<file path="config.mk">
export PLATFORM = sky130hd
export DESIGN_NAME = kugelblitz_rule_sched_flat
export DESIGN_NICKNAME = d
export VERILOG_FILES = /design/src/rtl/kugelblitz_rule_sched_if.sv /design/src/rtl/kugelblitz_rule_sched.sv /design/src/flat_wrapper.sv
export SDC_FILE = /design/constraint.sdc
export NUM_CORES = 1
export LEC_CHECK = 0
export ABC_AREA = 1
export BUFFER_PORTS_ARGS = -buffer_cell sky130_fd_sc_hd__clkbuf_2
export CAP_MARGIN = 25
export CORE_MARGIN = 10
export CORE_UTILIZATION = 53
export DETAILED_ROUTE_END_ITERATION = 16
export PLACE_DENSITY = 0.87
export SYNTH_ARGS = -nofsm -noshare
export SYNTH_HDL_FRONTEND = slang
export SYNTH_SLANG_ARGS = --single-unit
export TNS_END_PERCENT = 30
</file>
<file path="constraint.sdc">
create_clock -name clk -period 1.83 [get_ports clk]
set_clock_uncertainty 0.05 [all_clocks]
set_input_delay 0.183 -clock clk [delete_from_list [all_inputs] [get_ports clk]]
set_output_delay 0.183 -clock clk [all_outputs]
set_load 0.02 [all_outputs]
</file>
<file path="src/rtl/kugelblitz_rule_sched_if.sv">
// kugelblitz_rule_sched_if: requester handshakes, monitored stream and active rule bundled for the scheduler
interface kugelblitz_rule_sched_if #(
   parameter int PORT_COUNT   = 2,
   parameter int OFFSET_WIDTH = 6,
   parameter int SEL_WIDTH    = 1
);
   logic [PORT_COUNT-1:0]              req_valid;
   logic [PORT_COUNT-1:0]              req_ready;
   logic [PORT_COUNT*OFFSET_WIDTH-1:0] req_offset;
   logic [PORT_COUNT*8-1:0]            req_data;
   logic [PORT_COUNT-1:0]              req_enable;
   logic [PORT_COUNT-1:0]              done;
   logic                               done_err;
   logic                               mon_tvalid;
   logic                               mon_tready;
   logic                               mon_tlast;
   logic                               rule_valid;
   logic [OFFSET_WIDTH-1:0]            rule_offset;
   logic [7:0]                         rule_data;
   logic [SEL_WIDTH-1:0]               rule_owner;
   logic                               busy;
   modport master (
      output req_valid, req_offset, req_data, req_enable, mon_tvalid, mon_tready, mon_tlast,
      input  req_ready, done, done_err, rule_valid, rule_offset, rule_data, rule_owner, busy
   );
   modport slave (
      input  req_valid, req_offset, req_data, req_enable, mon_tvalid, mon_tready, mon_tlast,
      output req_ready, done, done_err, rule_valid, rule_offset, rule_data, rule_owner, busy
   );
endinterface

</file>
<file path="src/rtl/kugelblitz_rule_sched.sv">
// kugelblitz_rule_sched: round-robin rule updates, committed only at frame boundaries of the monitored stream
module kugelblitz_rule_sched #(
   parameter int PORT_COUNT   = 2,
   parameter int OFFSET_WIDTH = 6,
   parameter int SEL_WIDTH    = 1,
   parameter int MAX_WAIT     = 4096
) (
   input logic                    clk,
   input logic                    rst_n,
   kugelblitz_rule_sched_if.slave bus
);
   localparam int CW = $clog2(MAX_WAIT) + 1;
   typedef enum logic [1:0] {IDLE, WAIT, DONE} state_t;
   state_t                  state_q, state_d;
   logic                    in_frame_q, in_frame_d, en_q, en_d, err_q, err_d;
   logic                    rule_valid_q, rule_valid_d, done_err_q, done_err_d;
   logic [SEL_WIDTH-1:0]    rr_q, rr_d, grant_q, grant_d, owner_q, owner_d, win;
   logic [OFFSET_WIDTH-1:0] off_q, off_d, rule_off_q, rule_off_d, win_off;
   logic [7:0]              dat_q, dat_d, rule_dat_q, rule_dat_d, win_dat;
   logic [CW-1:0]           cnt_q, cnt_d;
   logic [PORT_COUNT-1:0]   done_q, done_d;
   logic                    found, win_en, beat, boundary;
   assign beat       = bus.mon_tvalid & bus.mon_tready;
   // a first beat held without tready is not a boundary: the rule must not move under a presented beat
   assign boundary   = (!in_frame_q & !bus.mon_tvalid) | (beat & bus.mon_tlast);
   assign in_frame_d = beat ? !bus.mon_tlast : in_frame_q;
   always_comb begin
      found   = 1'b0;
      win     = '0;
      win_off = '0;
      win_dat = '0;
      win_en  = 1'b0;
      for (int j = 0; j < PORT_COUNT; j++)
         if (!found && bus.req_valid[j] && SEL_WIDTH'(j) > rr_q) begin
            win   = SEL_WIDTH'(j);
            found = 1'b1;
         end
      for (int j = 0; j < PORT_COUNT; j++)
         if (!found && bus.req_valid[j] && SEL_WIDTH'(j) <= rr_q) begin
            win   = SEL_WIDTH'(j);
            found = 1'b1;
         end
      for (int j = 0; j < PORT_COUNT; j++)
         if (win == SEL_WIDTH'(j)) begin
            win_off = bus.req_offset[j*OFFSET_WIDTH +: OFFSET_WIDTH];
            win_dat = bus.req_data[j*8 +: 8];
            win_en  = bus.req_enable[j];
         end
   end
   always_comb begin
      state_d       = state_q;
      rr_d          = rr_q;
      grant_d       = grant_q;
      off_d         = off_q;
      dat_d         = dat_q;
      en_d          = en_q;
      cnt_d         = cnt_q;
      err_d         = err_q;
      rule_valid_d  = rule_valid_q;
      rule_off_d    = rule_off_q;
      rule_dat_d    = rule_dat_q;
      owner_d       = owner_q;
      done_d        = '0;
      done_err_d    = 1'b0;
      bus.req_ready = '0;
      case (state_q)
         IDLE: if (found) begin
            bus.req_ready = PORT_COUNT'(1) << win;
            rr_d          = win;
            grant_d       = win;
            off_d         = win_off;
            dat_d         = win_dat;
            en_d          = win_en;
            cnt_d         = '0;
            state_d       = WAIT;
         end
         WAIT: if (boundary) begin
            rule_valid_d = en_q;
            rule_off_d   = off_q;
            rule_dat_d   = dat_q;
            owner_d      = grant_q;
            err_d        = 1'b0;
            state_d      = DONE;
         end else if (cnt_q == CW'(MAX_WAIT - 1)) begin
            err_d   = 1'b1;
            state_d = DONE;
         end else
            cnt_d = cnt_q + CW'(1);
         DONE: begin
            done_d     = PORT_COUNT'(1) << grant_q;
            done_err_d = err_q;
            state_d    = IDLE;
         end
         default: state_d = IDLE;
      endcase
   end
   always_ff @(posedge clk or negedge rst_n)
      if (!rst_n) begin
         state_q      <= IDLE;
         in_frame_q   <= 1'b0;
         rr_q         <= '0;
         grant_q      <= '0;
         off_q        <= '0;
         dat_q        <= '0;
         en_q         <= 1'b0;
         cnt_q        <= '0;
         err_q        <= 1'b0;
         rule_valid_q <= 1'b0;
         rule_off_q   <= '0;
         rule_dat_q   <= '0;
         owner_q      <= '0;
         done_q       <= '0;
         done_err_q   <= 1'b0;
      end else begin
         state_q      <= state_d;
         in_frame_q   <= in_frame_d;
         rr_q         <= rr_d;
         grant_q      <= grant_d;
         off_q        <= off_d;
         dat_q        <= dat_d;
         en_q         <= en_d;
         cnt_q        <= cnt_d;
         err_q        <= err_d;
         rule_valid_q <= rule_valid_d;
         rule_off_q   <= rule_off_d;
         rule_dat_q   <= rule_dat_d;
         owner_q      <= owner_d;
         done_q       <= done_d;
         done_err_q   <= done_err_d;
      end
   assign bus.done        = done_q;
   assign bus.done_err    = done_err_q;
   assign bus.rule_valid  = rule_valid_q;
   assign bus.rule_offset = rule_off_q;
   assign bus.rule_data   = rule_dat_q;
   assign bus.rule_owner  = owner_q;
   assign bus.busy        = state_q != IDLE;
endmodule

</file>
<file path="src/flat_wrapper.sv">
// flat-port wrapper written by rule: the top's interface ports become plain ports
module kugelblitz_rule_sched_flat 
#(
   parameter int PORT_COUNT   = 2,
   parameter int OFFSET_WIDTH = 6,
   parameter int SEL_WIDTH    = 1,
   parameter int MAX_WAIT     = 4096
)
  (clk, rst_n, bus_req_valid, bus_req_offset, bus_req_data, bus_req_enable, bus_mon_tvalid, bus_mon_tready, bus_mon_tlast, bus_req_ready, bus_done, bus_done_err, bus_rule_valid, bus_rule_offset, bus_rule_data, bus_rule_owner, bus_busy);
  kugelblitz_rule_sched_if #(.PORT_COUNT(PORT_COUNT), .OFFSET_WIDTH(OFFSET_WIDTH), .SEL_WIDTH(SEL_WIDTH)) bus_i ();
  input logic clk;
  input logic rst_n;
  input wire logic [$bits(bus_i.req_valid)-1:0] bus_req_valid;
  input wire logic [$bits(bus_i.req_offset)-1:0] bus_req_offset;
  input wire logic [$bits(bus_i.req_data)-1:0] bus_req_data;
  input wire logic [$bits(bus_i.req_enable)-1:0] bus_req_enable;
  input wire logic [$bits(bus_i.mon_tvalid)-1:0] bus_mon_tvalid;
  input wire logic [$bits(bus_i.mon_tready)-1:0] bus_mon_tready;
  input wire logic [$bits(bus_i.mon_tlast)-1:0] bus_mon_tlast;
  output wire logic [$bits(bus_i.req_ready)-1:0] bus_req_ready;
  output wire logic [$bits(bus_i.done)-1:0] bus_done;
  output wire logic [$bits(bus_i.done_err)-1:0] bus_done_err;
  output wire logic [$bits(bus_i.rule_valid)-1:0] bus_rule_valid;
  output wire logic [$bits(bus_i.rule_offset)-1:0] bus_rule_offset;
  output wire logic [$bits(bus_i.rule_data)-1:0] bus_rule_data;
  output wire logic [$bits(bus_i.rule_owner)-1:0] bus_rule_owner;
  output wire logic [$bits(bus_i.busy)-1:0] bus_busy;
  assign bus_i.req_valid = bus_req_valid;
  assign bus_i.req_offset = bus_req_offset;
  assign bus_i.req_data = bus_req_data;
  assign bus_i.req_enable = bus_req_enable;
  assign bus_i.mon_tvalid = bus_mon_tvalid;
  assign bus_i.mon_tready = bus_mon_tready;
  assign bus_i.mon_tlast = bus_mon_tlast;
  assign bus_req_ready = bus_i.req_ready;
  assign bus_done = bus_i.done;
  assign bus_done_err = bus_i.done_err;
  assign bus_rule_valid = bus_i.rule_valid;
  assign bus_rule_offset = bus_i.rule_offset;
  assign bus_rule_data = bus_i.rule_data;
  assign bus_rule_owner = bus_i.rule_owner;
  assign bus_busy = bus_i.busy;
  kugelblitz_rule_sched #(.PORT_COUNT(PORT_COUNT), .OFFSET_WIDTH(OFFSET_WIDTH), .SEL_WIDTH(SEL_WIDTH), .MAX_WAIT(MAX_WAIT)) u_core (.clk(clk), .rst_n(rst_n), .bus(bus_i));
endmodule
</file>
==> results of run 1 <==
[power by group through the flow]
stage / sequential, mW / clock, mW / combinational (mW)
3_5_place_dp: 1.73 / 0 / 1.46
2_1_floorplan: 1.89 / 0 / 0.825
6_report: 1.71 / 0.674 / 1.49
5_1_grt: 1.75 / 0.739 / 1.67
3_3_place_gp: 1.71 / 0 / 1.41
4_1_cts: 1.71 / 0.688 / 1.48
[layout by cell type, fill, tap and decap left out, types with 2 or more instances in the layout]
cell and n:
a21oi_1 2, buf_4 6, clkbuf_2 58, clkbuf_8 6
dfrtp_1 51, inv_1 24, inv_4 2, nand2_1 119
nand2_2 2, nand3_1 28, nor2_1 20, o211ai_1 7
o21ai_0 14, xnor2_1 3, xor2_1 2
[tightest hold or removal path, delay by kind of cell]
| kind | cells | cell delay (ns) |
|---|---|---|
| buffers and inverters | 1 | 0.07 |
| AND/OR/NAND/NOR | 2 | 0.09 |
[cells by family (layout without fill, tap and decap cells)]
group | after synthesis | count (layout)
simple gates | 175 | 175
flops | 52 | 52
buf+inv | 35 | 100
compound gates | 25 | 25
xor+xnor | 5 | 5
fa+ha+maj | 1 | 1
[metal layers]
metal | GRT usage, % | wire, µm | vias to the layer above
met5 | 0 | 0 | -
met4 | 5.072 | 67 | 0
met3 | 4.494 | 391 | 6
met2 | 24.78 | 2714 | 63
met1 | 18.33 | 2419 | 985
li1 | - | - | 1043
[timing repair]
| item | in CTS | in global routing |
|---|---|---|
| hold endpoints to repair | 52 | 0 |
| gates resized for setup | 3 | 4 |
| gates cloned | 0 | 0 |
| setup buffers | 0 | 1 |
| hold buffers | 1 | 0 |
| pin swaps | 0 | 1 |
| endpoints found under the setup margin | 2 | 13 |
[final timing paths]
kind,endpoint,slack (ns),depth (start not counted)
max,bus_req_ready[1],0.12,6
min,u_core.off_q[2]$_DFFE_PN0P_,0.03,3
max reg2reg,u_core.cnt_q[11]$_DFFE_PN0P_,0.13,8
min reg2reg,u_core.bus.done[0]$_DFF_PN0_,0.42,1
max in group asynchronous,u_core.cnt_q[0]$_DFFE_PN0P_,0.81,3
min in group asynchronous,u_core.bus.rule_data[3]$_DFFE_PN0P_,0.47,3
[registers in the layout, indices dropped and copies added (netlist names), 2 cells and up]
signal and cells:
u_core.dat_q 8, u_core.bus.rule_offset 6, u_core.bus.rule_data 8, u_core.state_q 2, u_core.off_q 6, u_core.cnt_q 13
u_core.bus.done 2
[metrics by stage]
step	instance area, µm²	setup TNS [ns]	hold slack, ns	instances	power (mW)
CTS	2838	0	0.02398	409	3.877
global route	2863	-0.004608	0.02969	410	4.162
finish	2863	0	0.02809	410	3.877
floorplan	2389	0	-0.1626	293	2.710
detailed placement	2729	0	0.2807	400	3.184
global placement	2729	0	0.2797	400	3.121
[final cells by class]
cell class / count / area, µm² / share of cell area (%)
repair buffers: 65 / 345.3 / 12.06
clock buffers: 7 / 86.33 / 3.016
multi-input cells: 206 / 949.7 / 33.17
well taps: 52 / 65.06 / 2.273
flip-flops and latches: 52 / 1303 / 45.50
inverters: 27 / 106.4 / 3.715
clock inverters: 1 / 7.507 / 0.2622
==> metrics.md, run 1 <==
| Metric | Value |
|---|---|
| Internal power | `2.307 mW` |
| Register share of total power | `between 40 and 50%` |
| Worst skew pair latency | `0.30 ns` |
| Yosys reg bits | `between 50 and 60` |
| GPL Wtd Cong | `approximately 0.87` |
| Nets | `between 300 and 400` |
| Inserted Clock Buffers | `5` |
| Crit path arrival time | `1.48 ns` |
| Die Height | `a little under 90 µm` |
| Root Buffer | `clkbuf_8` |
| Core ar. | `approximately 4400 µm²` |
| Residual DRC | `0` |
| Pwr per Cell Area | `1354 nW/µm²` |
| 1st-iter DRT viols | `roughly 150` |
| Net switching power | `about 1.6 mW` |
| Commonest cells post-synth | `nand2_1 (119), dfrtp_1 (52), nand3_1 (28), inv_1 (25), nor2_1 (21)` |
| DRT Wirelength | `between 5 and 6 mm` |
| Max-slew headroom | `a little over half` |
| Worst-path clk slew | `roughly 0.09 ns` |
| Yosys cell types | `23` |
| Status | `finished clean` |
| Vias after detailed routing | `about 2100` |
| CP cell instances | `inv_1 -> nand2_1 -> nor2_4 -> nand3_1 -> inv_4 -> clkbuf_2` |
| Core Util, Final | `~66%` |
| # fillers | `between 300 and 400` |
| Slew Viols, Final | `0` |
| CP max stage cell | `dfrtp_1` |
| Post-Syn Area | `2389 µm²` |
| Cell accounting for the most synthesized area | `dfrtp_1` |
| Mapped Nets | `around 330` |
| Pre-antenna DRT Iters | `4` |
| WL/cell | `~14 µm` |
| # rows | `24` |
| Critical path's top delay family | `flip-flops` |
| Post-Synth Simple-Gate Area | `between 30% and 40%` |
| CP endpoint kind | `output port` |
| Crit. Startpoint | `u_core.state_q[1]$_DFFE_PN0P_` |
| Setup Viol. Count Final | `0` |
| First-pass GRT wire length | `around 9.3 mm` |
| Placement Setup Slack | `0.1084 ns` |
| Sw Ratio | `40.49%` |
| Post-Synth XOR/XNOR Area | `under 10%` |
| GRT Residual Overflow | `0` |
| Fraction of registers with async set/reset | `100.0%` |
| Largest net degree at the start of global routing | `53` |
| I/O pins | `between 50 and 60` |
| Worst EP required | `between 1.5 and 2 ns` |
| Final hold violation count | `0` |
| Number of synthesized flops with an enable pin | `0` |
| Mean Syn Cell Area | `about 8.2 µm²` |
| Post-route minimum period | `between 1.5 and 2 ns` |
| Combinational power share | `around 39%` |
| CP Launch Type | `register` |
| Most common flop cell mapped by yosys | `dfrtp_1` |
| Leakage Power | `around 1.5 nW` |
| Clock network power share | `between 10% and 20%` |
| Critical path peak fanout | `9` |
| Vias in the first global route | `approximately 2100` |
| Drt via density | `slightly above 5` |
| Worst r2r src | `u_core.cnt_q[0]$_DFFE_PN0P_` |
| Compound-gate portion of the synthesized area | `under 10%` |
| Ant diodes | `0` |
| PortBufs | `58` |
| Antenna Nets Post-Route | `0` |
| Hold Path Origin | `bus_req_offset[8]` |
| Hold WC Path Type | `input port to register` |
| Die Footprint | `roughly 7600 µm²` |
| Maxcap violations | `0` |
| Global Route Usage Sum | `between 10% and 20%` |
| Top post-synthesis cells by area | `dfrtp_1 (54%), nand2_1 (19%), nand3_1 (5.9%)` |
| Register area share after synthesis | `a little over half` |
| H-Tree Depth | `2` |
| Period utilisation layout | `93.41%` |
| Layout cells sized above 1 | `between 20% and 30%` |
| Layout area overhead | `19.85%` |
| CTS tree | `yes` |
| Antenna violations before repair | `0` |
| Combinational family with the most area after synthesis | `simple AND/OR/NAND/NOR gates` |
| Post-Syn Instances | `293` |
| Top cell type's share of synthesized area | `54.48%` |
| Clk buf depth | `2` |
| Fmax | `0.5850 GHz` |
| Multiplexer share of the synthesized area | `0%` |
| Actual slew at the worst max-slew pin | `a little over 0.7 ns` |
| Warnings, synthesis | `0` |
| Count leader, synth | `nand2_1` |
| CTS Sinks | `52` |
| Die X | `just under 90 µm` |
| Synth Area in Adders | `less than 1%` |
| Maximum vdd drop | `between 0.7 and 0.8 mV` |
| Initial Util | `between 50% and 60%` |
| Buf/Inv on CP | `3` |
| Setup slack after layout | `roughly 0.12 ns` |
| Hpwl dp | `slightly above 4 mm` |
| Worst setup path class | `register to output port` |
| CP max stage delay | `0.39 ns` |
Power figures use the tool's default switching activity.
==> inputs of run 2 (changes only) <==
- clock period: 1.83 -> 1.68 ns (I/O delays scaled with it)
==> run 2 against run 1 <==
Against the previous run: design area rose by 3.4%; critical path type unchanged; worst setup slack worse by 0.081 ns; largest power group unchanged; combinational power up 21%.
==> metrics.md, run 2 (synthesis gave the netlist of run 1 again) <==
| Metric | Value |
|---|---|
| Status | `finished clean` |
| PortBufs | `58` |
| Total power | `4.424 mW` |
| Die X | `slightly below 90 µm` |
| DRT Wirelength | `5.952 mm` |
| Worst-path clk slew | `roughly 0.09 ns` |
| CP max stage delay | `approximately 0.40 ns` |
| Slew Viols, Final | `0` |
| CP cell instances | `inv_2 -> nand2_2 -> nor2_4 -> buf_4 -> nand2_1 -> inv_2 -> buf_4` |
| WL/cell | `14.24 µm` |
| Critical path peak fanout | `5` |
| CTS Sinks | `52` |
| Final Instance Area | `2959 µm²` |
| Post-route minimum period | `between 1.5 and 2 ns` |
| CP Launch Type | `register` |
| Largest net degree at the start of global routing | `53` |
| TNS Setup | `0 ns` |
| Layout area overhead | `23.89%` |
| Residual DRC | `0` |
| Hpwl dp | `between 4 and 5 mm` |
| Ant diodes | `0` |
| Area of the multi-input gates | `approximately 1000 µm²` |
| Final hold violation count | `0` |
| GPL Wtd Cong | `about 0.85` |
| Hold Crit Depth | `3` |
| Fmax | `0.6097 GHz` |
| Clk buf depth | `2` |
| H-Tree Depth | `2` |
| DP Area | `2744 µm²` |
| Die Height | `between 80 and 90 µm` |
| Setup Viol. Count Final | `0` |
| Core Util, Final | `between 60% and 70%` |
| Worst EP required | `around 1.5 ns` |
| Period utilisation layout | `between 90% and 100%` |
| GRT Residual Overflow | `0` |
| Layout cells sized above 1 | `a little over a quarter` |
| Critical path's top delay family | `buffers and inverters` |
| 1st-iter DRT viols | `135` |
| Max-slew headroom | `around 52%` |
| CTS tree | `yes` |
| Die Footprint | `between 7000 and 8000 µm²` |
| CP max stage cell | `dfrtp_1` |
| Hold WC Path Type | `input port to register` |
| Actual slew at the worst max-slew pin | `around 0.72 ns` |
| Buf/Inv on CP | `4` |
| Worst setup path class | `register to output port` |
| Most frequent cells in the layout | `nand2_1 (118), clkbuf_2 (56), dfrtp_1 (52), nand3_1 (27), inv_1 (22)` |
| # rows | `24` |
| Global Route Usage Sum | `between 10% and 20%` |
| Max FFs per register | `13` |
| First-pass GRT wire length | `slightly below 10 mm` |
| CP endpoint kind | `output port` |
| Hold slack | `about 0.017 ns` |
| Maximum vdd drop | `~1.0 mV` |
| Antenna Nets Post-Route | `0` |
| Vias in the first global route | `2188` |
| Worst skew pair latency | `just over 0.3 ns` |
| Reg2reg path depth | `7` |
| Maxcap violations | `0` |
| Crit path arrival time | `1.42 ns` |
| I/O pins | `59` |
| Largest Register | `u_core.cnt_q` |
| Pre-antenna DRT Iters | `4` |
| RSZ-0062 raised after global routing | `yes` |
| # fillers | `328` |
| Drt via density | `5.175` |
| Initial Util | `between 50% and 60%` |
| Most common cell after layout, fill and taps aside | `nand2_1` |
| Core ar. | `roughly 4400 µm²` |
| Worst path depth | `7` |
| Pwr per Cell Area | `1495 nW/µm²` |
| Antenna violations before repair | `0` |
| Register area | `about 1300 µm²` |
| Leakage Power | `~1.6 nW` |
| Root Buffer | `clkbuf_8` |
| Inserted Clock Buffers | `5` |
| Nets | `between 400 and 500` |
| Vias after detailed routing | `2163` |
-- run 2: final cells by class --
cell class                 count  area share (%)
clock buffer                   6           2.791
clock inverter                 2          0.4651
inverter                      27           3.636
multi-input combinational    207           33.07
sequential                    52           43.97
tap                           52           2.199
timing repair buffer          72           13.87
-- run 2: what timing repair did --
| action | in CTS | in global routing |
|---|---|---|
| pin swaps | 0 | 1 |
| hold buffers | 1 | 0 |
| endpoints found under the hold margin | 52 | 0 |
| gates resized for setup | 4 | 15 |
| setup endpoints to repair | 10 | 19 |
| buffers inserted | 2 | 4 |
| cloned | 0 | 1 |
-- run 2: power breakdown --
part / internal (mW) / leakage (nW) / switching [mW]
clock network: 0.338 / 0.0516 / 0.417
registers: 1.65 / 0.675 / 0.213
logic: 0.628 / 0.839 / 1.18
-- run 2: path summary, 6_finish.rpt --
path / end / startpoint / slack, ns
max: bus_req_ready[0] / u_core.state_q[1]$_DFFE_PN0P_ / 0.04
min: u_core.off_q[0]$_DFFE_PN0P_ / bus_req_offset[6] / 0.02
max reg2reg: u_core.bus.rule_offset[3]$_DFFE_PN0P_ / u_core.state_q[0]$_DFFE_PN0P_ / 0.04
min reg2reg: u_core.bus.rule_offset[1]$_DFFE_PN0P_ / u_core.off_q[1]$_DFFE_PN0P_ / 0.42
max in group asynchronous: u_core.off_q[4]$_DFFE_PN0P_ / rst_n / 0.70
min in group asynchronous: u_core.bus.done[0]$_DFF_PN0_ / rst_n / 0.44
-- run 2: per-stage QoR --
| step | std cells | setup slack (ns) |
|---|---|---|
| 2_1_floorplan | 293 | 0.1691 |
| 3_3_place_gp | 402 | 0.04858 |
| 3_5_place_dp | 402 | -0.04606 |
| 4_1_cts | 413 | -0.04498 |
| 5_1_grt | 418 | -0.05975 |
| 6_report | 418 | 0.03971 |
-- run 2: worst min-delay path: stages --
cell and delay [ns]:
clkbuf_2 0.07, nand2_1 0.04, nand3_1 0.05
-- run 2: layer usage --
layer / vias up / track usage [%] / wire [µm]
li1: 1065 / - / -
met1: 1006 / 18.37 / 2468
met4: 0 / 4.203 / 121
met2: 80 / 27.45 / 2935
met5: - / 0 / 0
met3: 12 / 4.682 / 427
==> inputs of run 3 (changes only) <==
==> constraint.sdc (replaced) <==
create_clock -name clk -period 1.68 [get_ports clk]
set_clock_uncertainty 0.05 [all_clocks]
set_input_delay 0 -clock clk [delete_from_list [all_inputs] [get_ports clk]]
set_output_delay 0 -clock clk [all_outputs]
set_load 0.02 [all_outputs]
==> run 3 against run 2 <==
Against the previous run: the run now ends with setup timing left; non-clock buffer count increased by 32; flip-flop and latch count is the same; critical path depth is 1 higher; worst setup slack lost 0.10 ns; utilization rose by 7.7 points; via count increased by 11%; total power rose by 2.9%; maximum frequency is 5.9% lower; routed wire length increased by 19%; sequential power hardly changed; die area is the same; sequential share of layout area is 4.5 points lower.
==> metrics.md, run 3 (synthesis gave the netlist of run 1 again) <==
| Metric | Value |
|---|---|
| Largest Register | `u_core.cnt_q` |
| CTS tree | `yes` |
| # rows | `24` |
| Worst setup path class | `register to register` |
| GRT Residual Overflow | `0` |
| Pwr per Cell Area | `approximately 1400 nW/µm²` |
| Initial Util | `between 50% and 60%` |
| WL/cell | `roughly 16 µm` |
| I/O pins | `59` |
| First-pass GRT wire length | `~11 mm` |
| Crit path arrival time | `around 1.9 ns` |
| Worst r2r dst | `u_core.cnt_q[9]$_DFFE_PN0P_` |
| Max-slew headroom | `just over 60%` |
| CTS Sinks | `52` |
| Hpwl dp | `between 4 and 5 mm` |
| Buf/Inv on CP | `2` |
| DRT Wirelength | `between 7 and 8 mm` |
| Final hold violation count | `0` |
| CP endpoint kind | `register` |
| Most common cell after layout, fill and taps aside | `nand2_1` |
| R2r setup slk | `-0.06 ns` |
| Fin cells | `450` |
| Reg2reg path depth | `8` |
| Core Util, Final | `~76%` |
| Antenna Nets Post-Route | `0` |
| Worst skew pair latency | `about 0.31 ns` |
| Maxcap violations | `0` |
| Worst path depth | `8` |
| Antenna violations before repair | `0` |
| Leakage Power | `between 1.5 and 2 nW` |
| Critical path's top delay family | `simple AND/OR/NAND/NOR gates` |
| Fmax | `0.5737 GHz` |
| H-Tree Depth | `2` |
| Die X | `between 80 and 90 µm` |
| Worst EP required | `about 1.8 ns` |
| Setup slack after layout | `-0.06298 ns` |
| Drt via density | `around 5.3` |
| Max FFs per register | `13` |
| Core ar. | `around 4400 µm²` |
| Maximum vdd drop | `~0.84 mV` |
| TNS Setup | `-0.06298 ns` |
| # fillers | `roughly 250` |
| Inserted Clock Buffers | `5` |
| Global Route Usage Sum | `approximately 18%` |
| Nets | `between 400 and 500` |
| Setup Viol. Count Final | `1` |
| Most frequent cells in the layout | `nand2_1 (118), clkbuf_2 (57), dfrtp_1 (52), dlygate4sd3_1 (34), nand3_1 (27)` |
| CP max stage cell | `dfrtp_1` |
| CP max stage delay | `0.37 ns` |
| Critical path peak fanout | `6` |
| Layout cells sized above 1 | `23.62%` |
| Vias in the first global route | `2343` |
| Residual DRC | `0` |
| Hold WC Path Type | `input port to register` |
| PortBufs | `slightly below 60` |
| GPL Wtd Cong | `about 0.89` |
| Pre-antenna DRT Iters | `5` |
| Layout area overhead | `37.98%` |
| Vias after detailed routing | `2392` |
| CP most frequent cell | `nand2_1` |
| Die Height | `roughly 87 µm` |
| Worst-path clk slew | `approximately 0.09 ns` |
| Actual slew at the worst max-slew pin | `between 0.5 and 0.6 ns` |
| CP cell instances | `buf_4 -> inv_1 -> nor2_1 -> nand2_1 -> o21ai_0 -> nor2_1 -> nand2_1 -> nand2_1` |
| Crit. Startpoint | `u_core.cnt_q[0]$_DFFE_PN0P_` |
| Ant diodes | `0` |
| Post-route minimum period | `between 1.5 and 2 ns` |
| Slew Viols, Final | `0` |
| Die Footprint | `around 7600 µm²` |
| 1st-iter DRT viols | `160` |
| Status | `finished with violations` |
| CP Capture Point | `u_core.cnt_q[9]$_DFFE_PN0P_` |
| Failing checks | `setup timing` |
| Root Buffer | `clkbuf_8` |
| CP Launch Type | `register` |
| Period utilisation layout | `103.7%` |
| Worst r2r src | `u_core.cnt_q[0]$_DFFE_PN0P_` |
| Largest net degree at the start of global routing | `26` |
| Placed cell count | `about 400` |
| Clk buf depth | `2` |
[run 3: changes by cell type in the layout (fill, tap and decap cells not counted), sizes merged]
cell / change
inv: -2
dlygate4sd3: +33
clkinvlp: +2
clkbuf: +1
clkinv: +1
buf: -2
nand2: -1
[run 3: what timing repair did]
action                                 CTS  global route
pin swaps                                0             1
hold buffers                            34             0
resized for setup                        2            13
setup endpoints to repair                8            16
cloned                                   0             1
setup buffers                            0             3
endpoints found under the hold margin   37             0
[run 3: where the power goes]
group / total (mW) / leakage, nW / switching, mW / internal (mW)
logic: 1.91 / 0.958 / 1.23 / 0.678
registers: 1.88 / 0.675 / 0.226 / 1.65
clock network: 0.759 / 0.0516 / 0.421 / 0.338
[run 3: final cells by class]
class | count | area (µm²) | share of cell area (%)
repair buffers | 104 | 752.0 | 22.82
clock inverters | 2 | 13.76 | 0.4176
clock buffers | 6 | 82.58 | 2.506
multi-input cells | 206 | 962.2 | 29.20
repair inverters | 1 | 5.005 | 0.1519
inverters | 27 | 113.9 | 3.455
well taps | 52 | 65.06 | 1.974
flip-flops and latches | 52 | 1301 | 39.48
[run 3: how the worst min path moves through the flow]
stage,depth (start not counted),end,startpoint,slack (ns)
2_1_floorplan,0,u_core.bus.done[0]$_DFF_PN0_,rst_n,-0.35
3_3_place_gp,1,u_core.bus.rule_data[1]$_DFFE_PN0P_,rst_n,-0.03
3_5_place_dp,1,u_core.bus.rule_data[3]$_DFFE_PN0P_,rst_n,-0.04
4_1_cts,4,u_core.grant_q$_DFFE_PN0P_,bus_req_valid[0],0.02
5_1_grt,4,u_core.grant_q$_DFFE_PN0P_,bus_req_valid[0],0.06
6_report,4,u_core.grant_q$_DFFE_PN0P_,bus_req_valid[0],0.04
[run 3: stage by stage]
step | worst slack, ns | hold slack (ns) | cell area [µm²] | total power, mW
final | -0.06298 | 0.04252 | 3296 | 4.550
after global routing | -0.09783 | 0.06486 | 3296 | 4.808
after CTS | 0.0005186 | 0.02084 | 3232 | 4.375
after detailed placement | 0.01040 | -0.03704 | 2784 | 3.527
after global placement | 0.1151 | -0.03450 | 2784 | 3.455
after floorplan | 0.1691 | -0.3456 | 2389 | 2.952
[run 3: routing by layer]
metal	routed length (µm)	up-vias	track usage (%)
met5	0	-	0
met4	189	0	7.101
met3	600	21	5.337
met2	3693	133	32.18
met1	2588	1113	19.11
li1	-	1125	-
[run 3: worst register-to-register path, stage by stage (launching register included)]
cell and delay, ns:
dfrtp_1 0.37, buf_4 0.14, inv_1 0.04, nor2_1 0.37, nand2_1 0.16, o21ai_0 0.25
nor2_1 0.08, nand2_1 0.10, nand2_1 0.06
